==> src/rtl/mem_unloader_if.sv <==
// mem_unloader_if: bundles the data-memory read port and the output word stream of the
// memory unloader.
//   master (unloader side): drives mem_rd_en/mem_rd_addr, receives mem_rd_data;
//                           drives out_valid/out_data/out_last, receives out_ready.
//   slave  (memory + sink): the mirror image.
// Parameters must match the attached mem_unloader (NUM_SIZE, ADDR_W = clog2(BUFFER_LEN)).
interface mem_unloader_if #(
  parameter int unsigned NUM_SIZE = 16,
  parameter int unsigned ADDR_W   = 5
);
  logic                mem_rd_en;
  logic [ADDR_W-1:0]   mem_rd_addr;
  logic [NUM_SIZE-1:0] mem_rd_data;
  logic                out_valid;
  logic                out_ready;
  logic [NUM_SIZE-1:0] out_data;
  logic                out_last;

  modport master (
    output mem_rd_en,
    output mem_rd_addr,
    input  mem_rd_data,
    output out_valid,
    input  out_ready,
    output out_data,
    output out_last
  );

  modport slave (
    input  mem_rd_en,
    input  mem_rd_addr,
    output mem_rd_data,
    input  out_valid,
    output out_ready,
    input  out_data,
    input  out_last
  );
endinterface

==> src/rtl/mem_unloader.sv <==
// mem_unloader: reads a contiguous (wrapping) window of the accelerator data memory through a
// synchronous read port and streams the words out on a valid/ready interface.
//
// Ports:
//   clk        system clock, rising edge
//   rst        asynchronous active-low reset
//   start      one-cycle launch request, sampled in IDLE only
//   base_addr  first word address, sampled with start
//   count      number of words (clamped to BUFFER_LEN), sampled with start
//   busy       high while an unload is in progress (including the DONE cycle)
//   done       one-cycle completion pulse
//   bus        mem_unloader_if.master: memory read port + output stream
//
// Optional build macro MEM_UNLOADER_CHECKSUM_EN: append one word holding the sum of all streamed
// words (mod 2^NUM_SIZE); out_last then marks that checksum word.
//
// Reads return one cycle after mem_rd_en and land in a 2-entry FIFO the following edge. A read
// is issued only while FIFO occupancy + returning read - this cycle's pop stays below 2, which
// keeps the FIFO from overflowing and still sustains one word per cycle with out_ready high.
module mem_unloader #(
  parameter int unsigned  NUM_SIZE   = 16,
  parameter int unsigned  BUFFER_LEN = 32,
  localparam int unsigned ADDR_W     = $clog2(BUFFER_LEN)
) (
  input  logic              clk,
  input  logic              rst,
  input  logic              start,
  input  logic [ADDR_W-1:0] base_addr,
  input  logic [ADDR_W:0]   count,
  output logic              busy,
  output logic              done,
  mem_unloader_if.master    bus
);

  typedef enum logic [1:0] {StIdle, StRun, StDrain, StDone} state_e;

  localparam logic [ADDR_W:0] MaxCount = (ADDR_W + 1)'(BUFFER_LEN);
  localparam logic [ADDR_W:0] CntOne   = (ADDR_W + 1)'(1);

  state_e              state_q;
  logic                busy_q;
  logic                done_q;
  logic                primed_q;
  logic [ADDR_W-1:0]   addr_q;
  logic [ADDR_W:0]     issue_rem_q;
  logic [ADDR_W:0]     push_rem_q;
  logic                rdv_q;        // read issued last cycle: mem_rd_data valid now
  logic [NUM_SIZE-1:0] fifo_data_q [2];
  logic [1:0]          fifo_last_q;
  logic                wr_ptr_q;
  logic                rd_ptr_q;
  logic [1:0]          fifo_cnt_q;
`ifdef MEM_UNLOADER_CHECKSUM_EN
  logic [NUM_SIZE-1:0] sum_q;
  logic                ck_pend_q;
  logic                ck_push;
`endif

  logic                pop;
  logic                issue;
  logic [2:0]          credit;
  logic                push;
  logic [NUM_SIZE-1:0] push_data;
  logic                push_last;
  logic [ADDR_W:0]     count_clamped;

  always_comb begin
    count_clamped = (count > MaxCount) ? MaxCount : count;

    pop    = (fifo_cnt_q != 2'd0) && bus.out_ready;
    // Words held or on their way into the FIFO after this edge, before any new read.
    credit = {1'b0, fifo_cnt_q} + {2'b00, rdv_q} - {2'b00, pop};
    // The first RUN cycle only loads the window; reads start on the cycle after.
    issue  = (state_q == StRun) && primed_q && (credit < 3'd2);

    push      = rdv_q;
    push_data = bus.mem_rd_data;
`ifdef MEM_UNLOADER_CHECKSUM_EN
    push_last = 1'b0;
    // Checksum goes in once every data word has entered the FIFO.
    ck_push   = (state_q == StDrain) && ck_pend_q && (push_rem_q == '0) && !rdv_q &&
                (fifo_cnt_q != 2'd2);
    if (ck_push) begin
      push      = 1'b1;
      push_data = sum_q;
      push_last = 1'b1;
    end
`else
    push_last = (push_rem_q == CntOne);
`endif
  end

  assign bus.mem_rd_en   = issue;
  assign bus.mem_rd_addr = addr_q;
  assign bus.out_valid   = (fifo_cnt_q != 2'd0);
  assign bus.out_data    = fifo_data_q[rd_ptr_q];
  assign bus.out_last    = (fifo_cnt_q != 2'd0) && fifo_last_q[rd_ptr_q];
  assign busy            = busy_q;
  assign done            = done_q;

  always_ff @(posedge clk or negedge rst) begin
    if (!rst) begin
      state_q        <= StIdle;
      busy_q         <= 1'b0;
      done_q         <= 1'b0;
      primed_q       <= 1'b0;
      addr_q         <= '0;
      issue_rem_q    <= '0;
      push_rem_q     <= '0;
      rdv_q          <= 1'b0;
      fifo_data_q[0] <= '0;
      fifo_data_q[1] <= '0;
      fifo_last_q    <= '0;
      wr_ptr_q       <= 1'b0;
      rd_ptr_q       <= 1'b0;
      fifo_cnt_q     <= 2'd0;
`ifdef MEM_UNLOADER_CHECKSUM_EN
      sum_q          <= '0;
      ck_pend_q      <= 1'b0;
`endif
    end else begin
      rdv_q <= issue;

      if (push) begin
        fifo_data_q[wr_ptr_q] <= push_data;
        fifo_last_q[wr_ptr_q] <= push_last;
        wr_ptr_q              <= ~wr_ptr_q;
      end
      if (pop) begin
        rd_ptr_q <= ~rd_ptr_q;
      end
      fifo_cnt_q <= fifo_cnt_q + {1'b0, push} - {1'b0, pop};

      if (rdv_q) begin
        push_rem_q <= push_rem_q - CntOne;
      end
`ifdef MEM_UNLOADER_CHECKSUM_EN
      if (rdv_q) begin
        sum_q <= sum_q + bus.mem_rd_data;
      end
      if (ck_push) begin
        ck_pend_q <= 1'b0;
      end
`endif

      unique case (state_q)
        StIdle: begin
          if (start) begin
            busy_q      <= 1'b1;
            primed_q    <= 1'b0;
            addr_q      <= base_addr;
            issue_rem_q <= count_clamped;
            push_rem_q  <= count_clamped;
`ifdef MEM_UNLOADER_CHECKSUM_EN
            sum_q     <= '0;
            ck_pend_q <= 1'b1;
            // Zero words still emit the checksum, so skip straight to draining it.
            state_q   <= (count_clamped == '0) ? StDrain : StRun;
`else
            if (count_clamped == '0) begin
              state_q <= StDone;
              done_q  <= 1'b1;
            end else begin
              state_q <= StRun;
            end
`endif
          end
        end
        StRun: begin
          primed_q <= 1'b1;
          if (issue) begin
            addr_q      <= addr_q + 1'b1;  // power-of-two buffer: wraps naturally
            issue_rem_q <= issue_rem_q - CntOne;
            if (issue_rem_q == CntOne) begin
              state_q <= StDrain;
            end
          end
        end
        StDrain: begin
          if (pop && fifo_last_q[rd_ptr_q]) begin
            state_q <= StDone;
            done_q  <= 1'b1;
          end
        end
        StDone: begin
          state_q <= StIdle;
          busy_q  <= 1'b0;
          done_q  <= 1'b0;
        end
        default: state_q <= StIdle;
      endcase
    end
  end

endmodule
==> src/flat_wrapper.sv <==
// flat-port wrapper written by rule: the top's interface ports become plain ports
module mem_unloader_flat 
#(
  parameter int unsigned  NUM_SIZE   = 16,
  parameter int unsigned  BUFFER_LEN = 32,
  localparam int unsigned ADDR_W     = $clog2(BUFFER_LEN)
)
  (clk, rst, start, base_addr, count, busy, done, bus_mem_rd_en, bus_mem_rd_addr, bus_mem_rd_data, bus_out_valid, bus_out_ready, bus_out_data, bus_out_last);
  mem_unloader_if #(.NUM_SIZE(NUM_SIZE)) bus_i ();
  input  logic clk;
  input  logic rst;
  input  logic start;
  input  logic [ADDR_W-1:0] base_addr;
  input  logic [ADDR_W:0] count;
  output logic busy;
  output logic done;
  output wire logic [$bits(bus_i.mem_rd_en)-1:0] bus_mem_rd_en;
  output wire logic [$bits(bus_i.mem_rd_addr)-1:0] bus_mem_rd_addr;
  input wire logic [$bits(bus_i.mem_rd_data)-1:0] bus_mem_rd_data;
  output wire logic [$bits(bus_i.out_valid)-1:0] bus_out_valid;
  input wire logic [$bits(bus_i.out_ready)-1:0] bus_out_ready;
  output wire logic [$bits(bus_i.out_data)-1:0] bus_out_data;
  output wire logic [$bits(bus_i.out_last)-1:0] bus_out_last;
  assign bus_mem_rd_en = bus_i.mem_rd_en;
  assign bus_mem_rd_addr = bus_i.mem_rd_addr;
  assign bus_i.mem_rd_data = bus_mem_rd_data;
  assign bus_out_valid = bus_i.out_valid;
  assign bus_i.out_ready = bus_out_ready;
  assign bus_out_data = bus_i.out_data;
  assign bus_out_last = bus_i.out_last;
  mem_unloader #(.NUM_SIZE(NUM_SIZE), .BUFFER_LEN(BUFFER_LEN)) u_core (.clk(clk), .rst(rst), .start(start), .base_addr(base_addr), .count(count), .busy(busy), .done(done), .bus(bus_i));
endmodule
==> config.mk <==
export PLATFORM = sky130hd
export DESIGN_NAME = mem_unloader_flat
export DESIGN_NICKNAME = d
export VERILOG_FILES = /design/src/rtl/mem_unloader_if.sv /design/src/rtl/mem_unloader.sv /design/src/flat_wrapper.sv
export SDC_FILE = /design/constraint.sdc
export NUM_CORES = 1
export LEC_CHECK = 0
export BUFFER_PORTS_ARGS = -buffer_cell sky130_fd_sc_hd__buf_2
export CAP_MARGIN = 20
export CORE_MARGIN = 2
export CORE_UTILIZATION = 50
export CTS_CLUSTER_SIZE = 25
export DETAILED_ROUTE_END_ITERATION = 6
export GPL_ROUTABILITY_DRIVEN = 0
export PLACE_DENSITY = 0.75
export REMOVE_ABC_BUFFERS = 1
export SKIP_LAST_GASP = 1
export SYNTH_ARGS = -nofsm -noshare
export SYNTH_HDL_FRONTEND = slang
export SYNTH_SLANG_ARGS = --single-unit
==> constraint.sdc <==
create_clock -name clk -period 3 [get_ports clk]
set_clock_uncertainty 0.05 [all_clocks]
set_input_delay 0.75 -clock clk [delete_from_list [all_inputs] [get_ports clk]]
set_output_delay 0.75 -clock clk [all_outputs]
set_load 0.03 [all_outputs]
==> impl_metrics.json <==
{
  "seq_area_sq_um": 1530,
  "synth_area_sq_um": 3220,
  "place_area_sq_um": 3640,
  "yosysWarnings": 0,
  "antenna_found_initial": 0,
  "relSlewSlack": 0.489,
  "yosysTopAreaCell": "dfrtp_1",
  "fp.dieW_microns": 84.2,
  "critical-path-slowest-cell": "fa_1",
  "design_area_sq_um": 3990,
  "cts_tree": "done",
  "numCtsBuffers": 9,
  "dp.cells": 412,
  "fp.dieH_microns": 84.2,
  "start_util": 0.512,
  "cts-root-buf": "clkbuf_8",
  "crit_path_max_incr_delay_ns": 0.52,
  "nets": 403,
  "cts_sinks": 61,
  "core-area_sq_um": 6280,
  "synth_area_per_cell_sq_um": 11.7,
  "path_clk_slew_ns": 0.07,
  "dpl.hpwl_mm": 4.47,
  "crit_fanout": 2,
  "yosysSeqAreaShare": 0.475,
  "setup_viol": 2,
  "rsz0062_at_grt": "yes",
  "fmax_mhz": 303,
  "worst_pin_slew_ns": 0.765,
  "viasPerCell": 5.31,
  "diodes": 0,
  "holdWs_ns": 0.418,
  "cp-startpoint": "bus_out_ready",
  "synth-edff-count": 0,
  "via_count": 2341,
  "status": "finished with violations",
  "grt_max_degree": 32,
  "fin_crit_sh": 1.10,
  "grt_pass1_vias": 2421,
  "required_ns": 2.20,
  "port_buffers": 56,
  "cts_hold_buf": 0,
  "violations": "setup timing",
  "syn_to_final_growth_pct": 24.0,
  "end_kind": "output pin",
  "crit_chain": "buf_6, and2_4, ha_4, inv_2, ha_4, fa_1, and2b_2, and3_4, buf_6",
  "hold_path.class": "input port to async pin",
  "p_per_area_nw_per_um2": 1210,
  "ant_nets": 0,
  "crit_type": "input port to output pin",
  "peakVddDrop_v": 0.000641,
  "synthTopCellsByArea": "dfrtp_1, mux2_2, ha_1, mux2i_1, inv_1",
  "worst_slack_ns": -0.296,
  "num-fill-cells": 519,
  "insertion_delay_ns": 0.34,
  "synth_top_area_share": 0.475,
  "h-tree-depth": 3,
  "totalWireLength_mm": 6.50,
  "syn_inst": 276,
  "post-place-ws_ns": -0.460,
  "min_period_ns": 3.30,
  "core.rowCount": 29,
  "track_usage": 0.201,
  "die_area_sq_um": 7090,
  "clockBufferDepth": 2,
  "yosysUniqueCellTypes": 53,
  "dr.first_iter.drc_count": 64,
  "r2r-start": "u_core.fifo_cnt_q[1]",
  "grt_pass1_wl_mm": 11.4,
  "post_drt_wl_per_cell_microns": 14.7,
  "async_reset_ff_frac": 1.00,
  "drive_above_1_share": 0.470,
  "io_pins": 57,
  "drt_pass1_iterations": 4,
  "fin_cells": 441,
  "timing.final.hold_violations": 0,
  "slew_violations": 0,
  "start_kind": "input port",
  "drv_cap": 0,
  "drc": 0,
  "synth-seq-cells": 61,
  "gr-total-overflow": 0,
  "leakage_uw": 0.00185,
  "multiInputGateArea_sq_um": 1580,
  "synthFlopType": "dfrtp_1",
  "arrival_ns": 2.50
}
[where the power goes]
group,internal (uW),leakage (uW),switching [uW]
clock,374,0.0000919,308
sequential,1230,0.000731,277
combinational,1250,0.00103,1380
total,2850,0.00185,1960
[what timing repair did]
action	CTS	global route
gates resized for setup	9	9
buffers inserted	13	3
pin swaps	5	3
endpoints found under the setup margin	4	8
gates cloned	0	0
[state kept, by name, summed over array words and instances (netlist names)]
name,count
u_core.fifo_data_q,32
u_core.rd_ptr_q,1
u_core.done,1
u_core.primed_q,1
u_core.bus.mem_rd_addr,5
u_core.fifo_cnt_q,2
u_core.busy,1
u_core.wr_ptr_q,1
u_core.state_q,2
u_core.push,1
u_core.fifo_last_q,2
u_core.push_rem_q,6
u_core.issue_rem_q,6
[routing by layer]
| metal | vias to the layer above | wire, microns | global-route usage |
|---|---|---|---|
| met5 | - | 0 | 0 |
| met4 | 0 | 78 | 0.0543 |
| met3 | 6 | 301 | 0.0580 |
| met2 | 52 | 3120 | 0.328 |
| met1 | 1139 | 3000 | 0.263 |
| li1 | 1144 | - | - |
[synthesized netlist by cell type, types with 2 or more instances]
library cell  number
or2b_1             2
o31ai_1            4
a21oi_1           11
nand2_1           17
a31oi_1            2
nand3_1            3
buf_2              5
xnor2_1            2
o21ai_0            5
or2_2              2
nor2b_1            8
nand4_1            4
a221oi_1           2
nor2_1             7
nor3b_1            3
xor2_1             5
and3_2             2
clkbuf_1           3
dfrtp_1           61
inv_1             17
mux2i_1            9
a211oi_1           2
nand2b_1           2
nor4b_1            4
buf_6              2
nor3_1             7
mux2_2            48
a221o_1            2
ha_1              11
[cells in the final DEF (no fill, tap or decap), drive strengths merged, types with 2 or more instances in the layout]
cell type	netlist	layout
buf	8	86
dfrtp	61	61
mux2	48	48
nand2	17	17
inv	17	17
a21oi	11	11
ha	11	11
clkbuf	5	10
mux2i	9	9
nor2b	8	8
nor3	7	7
nor2	7	7
xor2	6	6
o21ai	6	6
nor4b	4	4
o31ai	4	4
nand4	4	4
nand3	3	3
nor3b	3	3
clkinv	0	3
or2	3	3
or2b	3	3
a221o	3	3
xnor2	2	2
nand2b	2	2
and3	2	2
a221oi	2	2
a31oi	2	2
a211oi	2	2
[layout make-up]
type	instances	share of cell area
flip-flops and latches	61	0.383
inverters	17	0.0160
clock buffers	10	0.0320
clock inverters	5	0.0132
well taps	77	0.0242
repair buffers	86	0.136
multi-input cells	185	0.396
[critical path: cells and delay by family]
family / cells / cell delay, ns
fa+ha+maj: 3 / 0.92
buf+inv: 3 / 0.25
simple gates: 3 / 0.57
[cells by family after synthesis]
kind of cell | Yosys count | share of synthesized area
and+or+nand+nor | 67 | 0.117
DFF | 61 | 0.475
muxes | 57 | 0.196
AOI/OAI and AO/OA | 41 | 0.0922
buffers and inverters | 30 | 0.0471
adders and majority gates | 12 | 0.0490
xor gates and xnor gates | 8 | 0.0241
[metrics by stage]
stage	util	total power [uW]	TNS, ns
global placement	0.580	3840	-3.13
floorplan	-	3230	-1.23
finish	0.635	4810	-0.481
CTS	0.631	4790	-0.491
detailed placement	0.580	3920	-3.52
global route	0.635	5180	-0.657
[path summary, 6_finish.rpt]
check | slack, ns | cells past startpoint | end
min in group clk | 0.44 | 2 | u_core.fifo_last_q[1]
worst min-delay path | 0.42 | 1 | u_core.fifo_data_q[31]
worst max register to register | 0.11 | 12 | u_core.issue_rem_q[4]
worst min register to register | 0.44 | 2 | u_core.fifo_last_q[1]
max in group asynchronous | 1.86 | 2 | u_core.push_rem_q[5]
worst max-delay path | -0.30 | 9 | bus_mem_rd_en
No activity file was read; power rests on OpenSTA's default activity.
